==> config.mk <==
export PLATFORM = sky130hd
export DESIGN_NAME = regset_ctrl
export DESIGN_NICKNAME = d
export VERILOG_FILES = /design/src/rtl/regset_ctrl.sv
export SDC_FILE = /design/constraint.sdc
export NUM_CORES = 1
export LEC_CHECK = 0
export CAP_MARGIN = 20
export CORE_AREA = 2 2 122 124
export DETAILED_ROUTE_END_ITERATION = 10
export DIE_AREA = 0 0 124 126
export PLACE_DENSITY_LB_ADDON = 0.08
export SLEW_MARGIN = 20
export SYNTH_ARGS = -nofsm -noshare
export SYNTH_HDL_FRONTEND = slang
export SYNTH_SLANG_ARGS = --single-unit
==> constraint.sdc <==
create_clock -name clk -period 5.27 [get_ports clk]
set_input_delay 1.581 -clock clk [delete_from_list [all_inputs] [get_ports clk]]
set_output_delay 1.581 -clock clk [all_outputs]
set_load 0.02 [all_outputs]
==> src/rtl/regset_ctrl.sv <==
`default_nettype none
// ============================================================================
//  Module      : regset_ctrl
//  Description : Sequencer and port arbiter in front of the 64 x 33-bit
//                register set. Zero-fills every entry after reset, then
//                passes core traffic through and services single-word
//                debug reads/writes while the core is halted.
//  Revision    : 1.0 - initial release
// ============================================================================
module regset_ctrl #(
    parameter int NREGS = 64,
    parameter int AW    = 6
) (
    input  logic          clk,
    input  logic          rstn,
    // core side
    input  logic          core_we,
    input  logic [AW-1:0] core_wa,
    input  logic [31:0]   core_wd,
    input  logic          core_wg,
    input  logic [AW-1:0] core_ra1,
    input  logic [AW-1:0] core_ra2,
    output logic [31:0]   core_rd1,
    output logic [31:0]   core_rd2,
    output logic          core_rg1,
    output logic          core_rg2,
    output logic          core_stall,
    input  logic          core_halted,
    output logic          init_done,
    // debug side
    input  logic          dbg_req,
    input  logic          dbg_write,
    input  logic [AW-1:0] dbg_addr,
    input  logic [31:0]   dbg_wdata,
    output logic          dbg_ack,
    output logic [31:0]   dbg_rdata,
    output logic          dbg_rgrubby,
    // register-set side
    output logic          rs_we,
    output logic [AW-1:0] rs_wa,
    output logic [31:0]   rs_wd,
    output logic          rs_wg,
    output logic [AW-1:0] rs_ra1,
    output logic [AW-1:0] rs_ra2,
    input  logic [31:0]   rs_rd1,
    input  logic [31:0]   rs_rd2,
    input  logic          rs_rg1,
    input  logic          rs_rg2
);

    localparam logic [1:0]    S_CLEAR  = 2'd0;
    localparam logic [1:0]    S_RUN    = 2'd1;
    localparam logic [1:0]    S_DBG    = 2'd2;
    localparam logic [AW-1:0] CNT_LAST = AW'(NREGS - 1);

    logic [1:0]    state_q, state_d;
    logic [AW-1:0] cnt_q, cnt_d;
    logic          init_done_q, init_done_d;
    logic          dbg_wr_q, dbg_wr_d;
    logic [AW-1:0] dbg_addr_q, dbg_addr_d;
    logic [31:0]   dbg_wdata_q, dbg_wdata_d;

    // A debug request is only taken in RUN and only while the core is halted
    logic w_accept;
    assign w_accept = (state_q == S_RUN) && dbg_req && core_halted;

    // Next-state: clear sweep, debug acceptance, single-cycle DBG return
    always_comb begin
        state_d     = state_q;
        cnt_d       = cnt_q;
        init_done_d = init_done_q;
        dbg_wr_d    = dbg_wr_q;
        dbg_addr_d  = dbg_addr_q;
        dbg_wdata_d = dbg_wdata_q;
        case (state_q)
            S_CLEAR: begin
                cnt_d = cnt_q + 1'b1;
                if (cnt_q == CNT_LAST) begin
                    state_d     = S_RUN;
                    init_done_d = 1'b1;
                    cnt_d       = '0;
                end
            end
            S_RUN: begin
                if (w_accept) begin
                    state_d     = S_DBG;
                    dbg_wr_d    = dbg_write;
                    dbg_addr_d  = dbg_addr;
                    dbg_wdata_d = dbg_wdata;
                end
            end
            S_DBG: begin
                state_d = S_RUN;
            end
            default: begin
                state_d = S_CLEAR;
                cnt_d   = '0;
            end
        endcase
    end

    // State registers; reset restarts the clear sweep and drops any debug ack
    always_ff @(posedge clk or negedge rstn) begin
        if (!rstn) begin
            state_q     <= S_CLEAR;
            cnt_q       <= '0;
            init_done_q <= 1'b0;
            dbg_wr_q    <= 1'b0;
            dbg_addr_q  <= '0;
            dbg_wdata_q <= '0;
        end else begin
            state_q     <= state_d;
            cnt_q       <= cnt_d;
            init_done_q <= init_done_d;
            dbg_wr_q    <= dbg_wr_d;
            dbg_addr_q  <= dbg_addr_d;
            dbg_wdata_q <= dbg_wdata_d;
        end
    end

    // Register-set port mux: core pass-through unless clearing or debugging
    always_comb begin
        rs_we  = core_we;
        rs_wa  = core_wa;
        rs_wd  = core_wd;
        rs_wg  = core_wg;
        rs_ra1 = core_ra1;
        rs_ra2 = core_ra2;
        case (state_q)
            S_CLEAR: begin
                rs_we = 1'b1;
                rs_wa = cnt_q;
                rs_wd = 32'd0;
                rs_wg = 1'b0;
            end
            S_RUN: begin
                if (w_accept) begin
                    if (dbg_write) begin
                        rs_we = 1'b1;
                        rs_wa = dbg_addr;
                        rs_wd = dbg_wdata;
                        rs_wg = 1'b0;
                    end else begin
                        rs_we  = 1'b0;
                        rs_ra1 = dbg_addr;
                    end
                end
            end
            S_DBG: begin
                // Core writes are blocked; a debug write is re-driven with the
                // latched values, which is idempotent on the register set.
                if (dbg_wr_q) begin
                    rs_we = 1'b1;
                    rs_wa = dbg_addr_q;
                    rs_wd = dbg_wdata_q;
                    rs_wg = 1'b0;
                end else begin
                    rs_we = 1'b0;
                end
            end
            default: begin
                rs_we = 1'b0;
            end
        endcase
    end

    assign core_rd1   = rs_rd1;
    assign core_rd2   = rs_rd2;
    assign core_rg1   = rs_rg1;
    assign core_rg2   = rs_rg2;
    assign core_stall = (state_q != S_RUN) || w_accept;
    assign init_done  = init_done_q;

    // Read data arrives in the DBG cycle; entry 0 always reads as zero
    assign dbg_ack     = (state_q == S_DBG);
    assign dbg_rdata   = (dbg_ack && !dbg_wr_q && (dbg_addr_q != '0)) ? rs_rd1 : 32'd0;
    assign dbg_rgrubby = (dbg_ack && !dbg_wr_q && (dbg_addr_q != '0)) ? rs_rg1 : 1'b0;

endmodule
`default_nettype wire

==> impl_results.md <==
- Reg-to-reg setup timing slack: between 3 and 4 ns
- First-pass GRT wire length: 19510 um
- Post-route minimum period: just over 5 ns
- Type of origin of the critical path: input pin
- IO Port Bufs: about 240
- Max-slew violation count: 0
- H-tree depth: 2
- Reg2reg start: state_q[1]
- Drt total wl: roughly 14000 um
- Fmax: a little under 200 MHz
- Die X: roughly 120 um
- DR iter-0 viols: between 100 and 150
- Cells after synthesis: about 360
- Worst Path Arrival: about 3.6 ns
- Yosys top cell area share: 32.83%
- Final net count: 688
- Clock tree sinks: 48
- Worst-Skew Late Latency: 0.30 ns
- Cell taking the most area after synthesis: dfrtp_1
- Unrepaired setup endpoints after global routing: no
- Via count: ~3400
- Post-synth EDFFs: 0
- CTS Hold Bufs: 0
- Power density over the cells: between 400 and 500 nW/um^2
- Period utilization: a little over nine tenths
- Aggregate global-route resource usage: between 10% and 20%
- Worst Reg-to-Reg Cells: 5
- WL per Instance: 19.45 um
- Hold path depth: 1
- DP HPWL: 11080 um
- HP Start: init_done
- Initial Utilization: 25.56%
- Synth Flop Type: dfrtp_1
- Rel. slew slack: 45.78%
- Area post-placement: 5717 um^2
- Status: finished clean
- Layout area overhead: 62.62%
- Hold WS: 0.4668 ns
- Die height: between 100 and 150 um
- Yosys warns: 0
- Hold Path Class: register to register
- M1 wire length: between 5000 and 6000 um
- Asr flop ratio synth: between 90% and 100%
- WS Path Type: input pin to output port
- Netlist Area Pre-Place: 3659 um^2
- Max cap viols: 0
- Antenna viol nets, final: 0
- TritonCTS clock tree: done
- Synth area leaders: dfrtp_1 33%, buf_4 15%, mux2_2 14%
- CP Max Fanout: 6
- Initial antenna violation count: 0
- Antenna Cells: 0
- Post-CTS Setup Inserts: 0
- Met2 WL: around 6500 um
- Clk slew on worst S/H paths: 0.07 ns
- Worst vdd ir: a little under 0.0002 V
- Synth Register Bits: between 40 and 50
- Setup Viol. Count Final: 0
- Share of cells above drive strength 1: between 10 and 15%
- TNS Setup: 0 ns
- GR Overflow Total: 0
- Core Rows: between 40 and 50
- Worst Path Required: roughly 3.7 ns
- DRC Markers: 0
- Top Ports: roughly 320
- Core footprint: 14310 um^2
- RePlAce Congestion: just under 0.8
- Actual slew at the worst max-slew pin: 0.8133 ns
- Post-synthesis net count: between 500 and 600
- Reg-to-Reg End: dbg_wdata_q[25]
- Clock Skew: between 0.01 and 0.015 ns
- Final Hold Viols: 0
- 1st-pass router iterations: 4
- Via/cell ratio: 4.778
- Largest net degree at the start of global routing: a little under 50
- Hold endpoint: init_done
- Final instance area: between 5000 and 6000 um^2
- TritonCTS Buffers: 5
- Crit. End Element: output port
- Sequential fraction of the synthesis area: between 30% and 40%
- Root buffer cell: clkbuf_16
- Mapped Avg Cell Area: a little over 10 um^2
- LEAKAGE: between 0.002 and 0.003 uW
- Met3 wire length: 1887 um
- Number of global-route vias before repair: between 3000 and 4000
- DIE AREA: 15620 um^2
- Top cells by count, synth: 72 x buf_4, 48 x dfrtp_1, 45 x mux2_2, 39 x o2bb2ai_1, 36 x and2_1
- Longest Clk Path Bufs: 2
- Max layer used: met4
- Number of library cell types mapped by synthesis: 38
- Count leader, synth: buf_4
[per-stage QoR]
| step | instances | total power [uW] | setup WS, ns | utilization (%) |
|---|---|---|---|---|
| 2_1_floorplan | 364 | 1710 | 1.066 | - |
| 3_3_place_gp | 699 | 2415 | -0.03116 | 39.94 |
| 3_5_place_dp | 699 | 2439 | -0.04345 | 39.94 |
| 4_1_cts | 707 | 2807 | 0.001187 | 41.06 |
| 5_1_grt | 707 | 2928 | 0.007826 | 41.56 |
| 6_report | 707 | 2736 | 0.07866 | 41.56 |
[per-layer routing]
metal,vias to the layer above,track usage [%]
li1,1580,-
met1,1572,19.65
met2,218,27.63
met3,8,8.107
met4,0,3.239
met5,-,0
[cells by family after synthesis]
| group | Yosys count | share of synthesized area [%] |
|---|---|---|
| and+or+nand+nor | 63 | 9.987 |
| AOI/OAI and AO/OA | 97 | 21.79 |
| DFF | 48 | 32.83 |
| muxes | 47 | 14.40 |
| buffers and inverters | 104 | 19.29 |
| adders and majority gates | 5 | 1.710 |
[cell type report]
| cell class | instances | area [um^2] |
|---|---|---|
| clock buffer | 5 | 125.1 |
| clock inverter | 3 | 42.54 |
| fill | 1420 | 8364 |
| inverter | 5 | 18.77 |
| multi-input combinational | 212 | 1760 |
| sequential | 48 | 1201 |
| tap | 184 | 230.2 |
| timing repair buffer | 250 | 2571 |
[where the power goes]
part / total (uW) / internal [uW] / switching (uW)
combinational: 1710 / 868 / 838
sequential: 659 / 544 / 114
clock: 372 / 223 / 148
[sequential cells by signal, indices dropped and copies added (netlist names)]
register	cells
dbg_wdata_q	32
cnt_q	6
dbg_addr_q	6
state_q	2
dbg_wr_q	1
init_done	1
[worst max-delay path by stage]
stage	end	cells past startpoint	start	slack, ns
2_1_floorplan	rs_wa[1]	5	core_halted	1.07
3_3_place_gp	rs_wa[0]	6	core_halted	-0.03
3_5_place_dp	rs_wa[0]	6	core_halted	-0.04
4_1_cts	rs_wd[27]	6	core_halted	0.001
5_1_grt	rs_ra1[1]	6	dbg_req	0.008
6_report	rs_ra1[4]	6	core_halted	0.08
[what timing repair did]
item,4_1_cts,5_1_grt
endpoints found under the hold margin,0,0
endpoints found under the setup margin,11,29
resized for setup,8,29
[worst max-delay path: stages]
cell and delay, ns:
clkdlybuf4s50_1 0.55, buf_4 0.15, nand3_2 0.08, or2_2 0.38
mux2_2 0.26, clkdlybuf4s50_1 0.61
[cell usage in the layout (no fill, tap or decap), drive strengths merged, types with 3 or more instances in the layout]
| cell type | netlist | final |
|---|---|---|
| clkdlybuf4s50 | 0 | 197 |
| dfrtp | 48 | 48 |
| mux2 | 45 | 45 |
| o2bb2ai | 39 | 39 |
| and2 | 36 | 36 |
| a22oi | 33 | 33 |
| dlymetal6s2s | 0 | 29 |
| buf | 86 | 17 |
| nand2 | 11 | 11 |
| dlygate4sd2 | 0 | 7 |
| inv | 5 | 5 |
| a222oi | 5 | 5 |
| clkbuf | 13 | 5 |
| ha | 5 | 5 |
| o21ai | 4 | 4 |
| or2 | 3 | 3 |
| o211ai | 3 | 3 |
| nand3 | 3 | 3 |
Note: power is estimated with default switching activity, not from simulation.
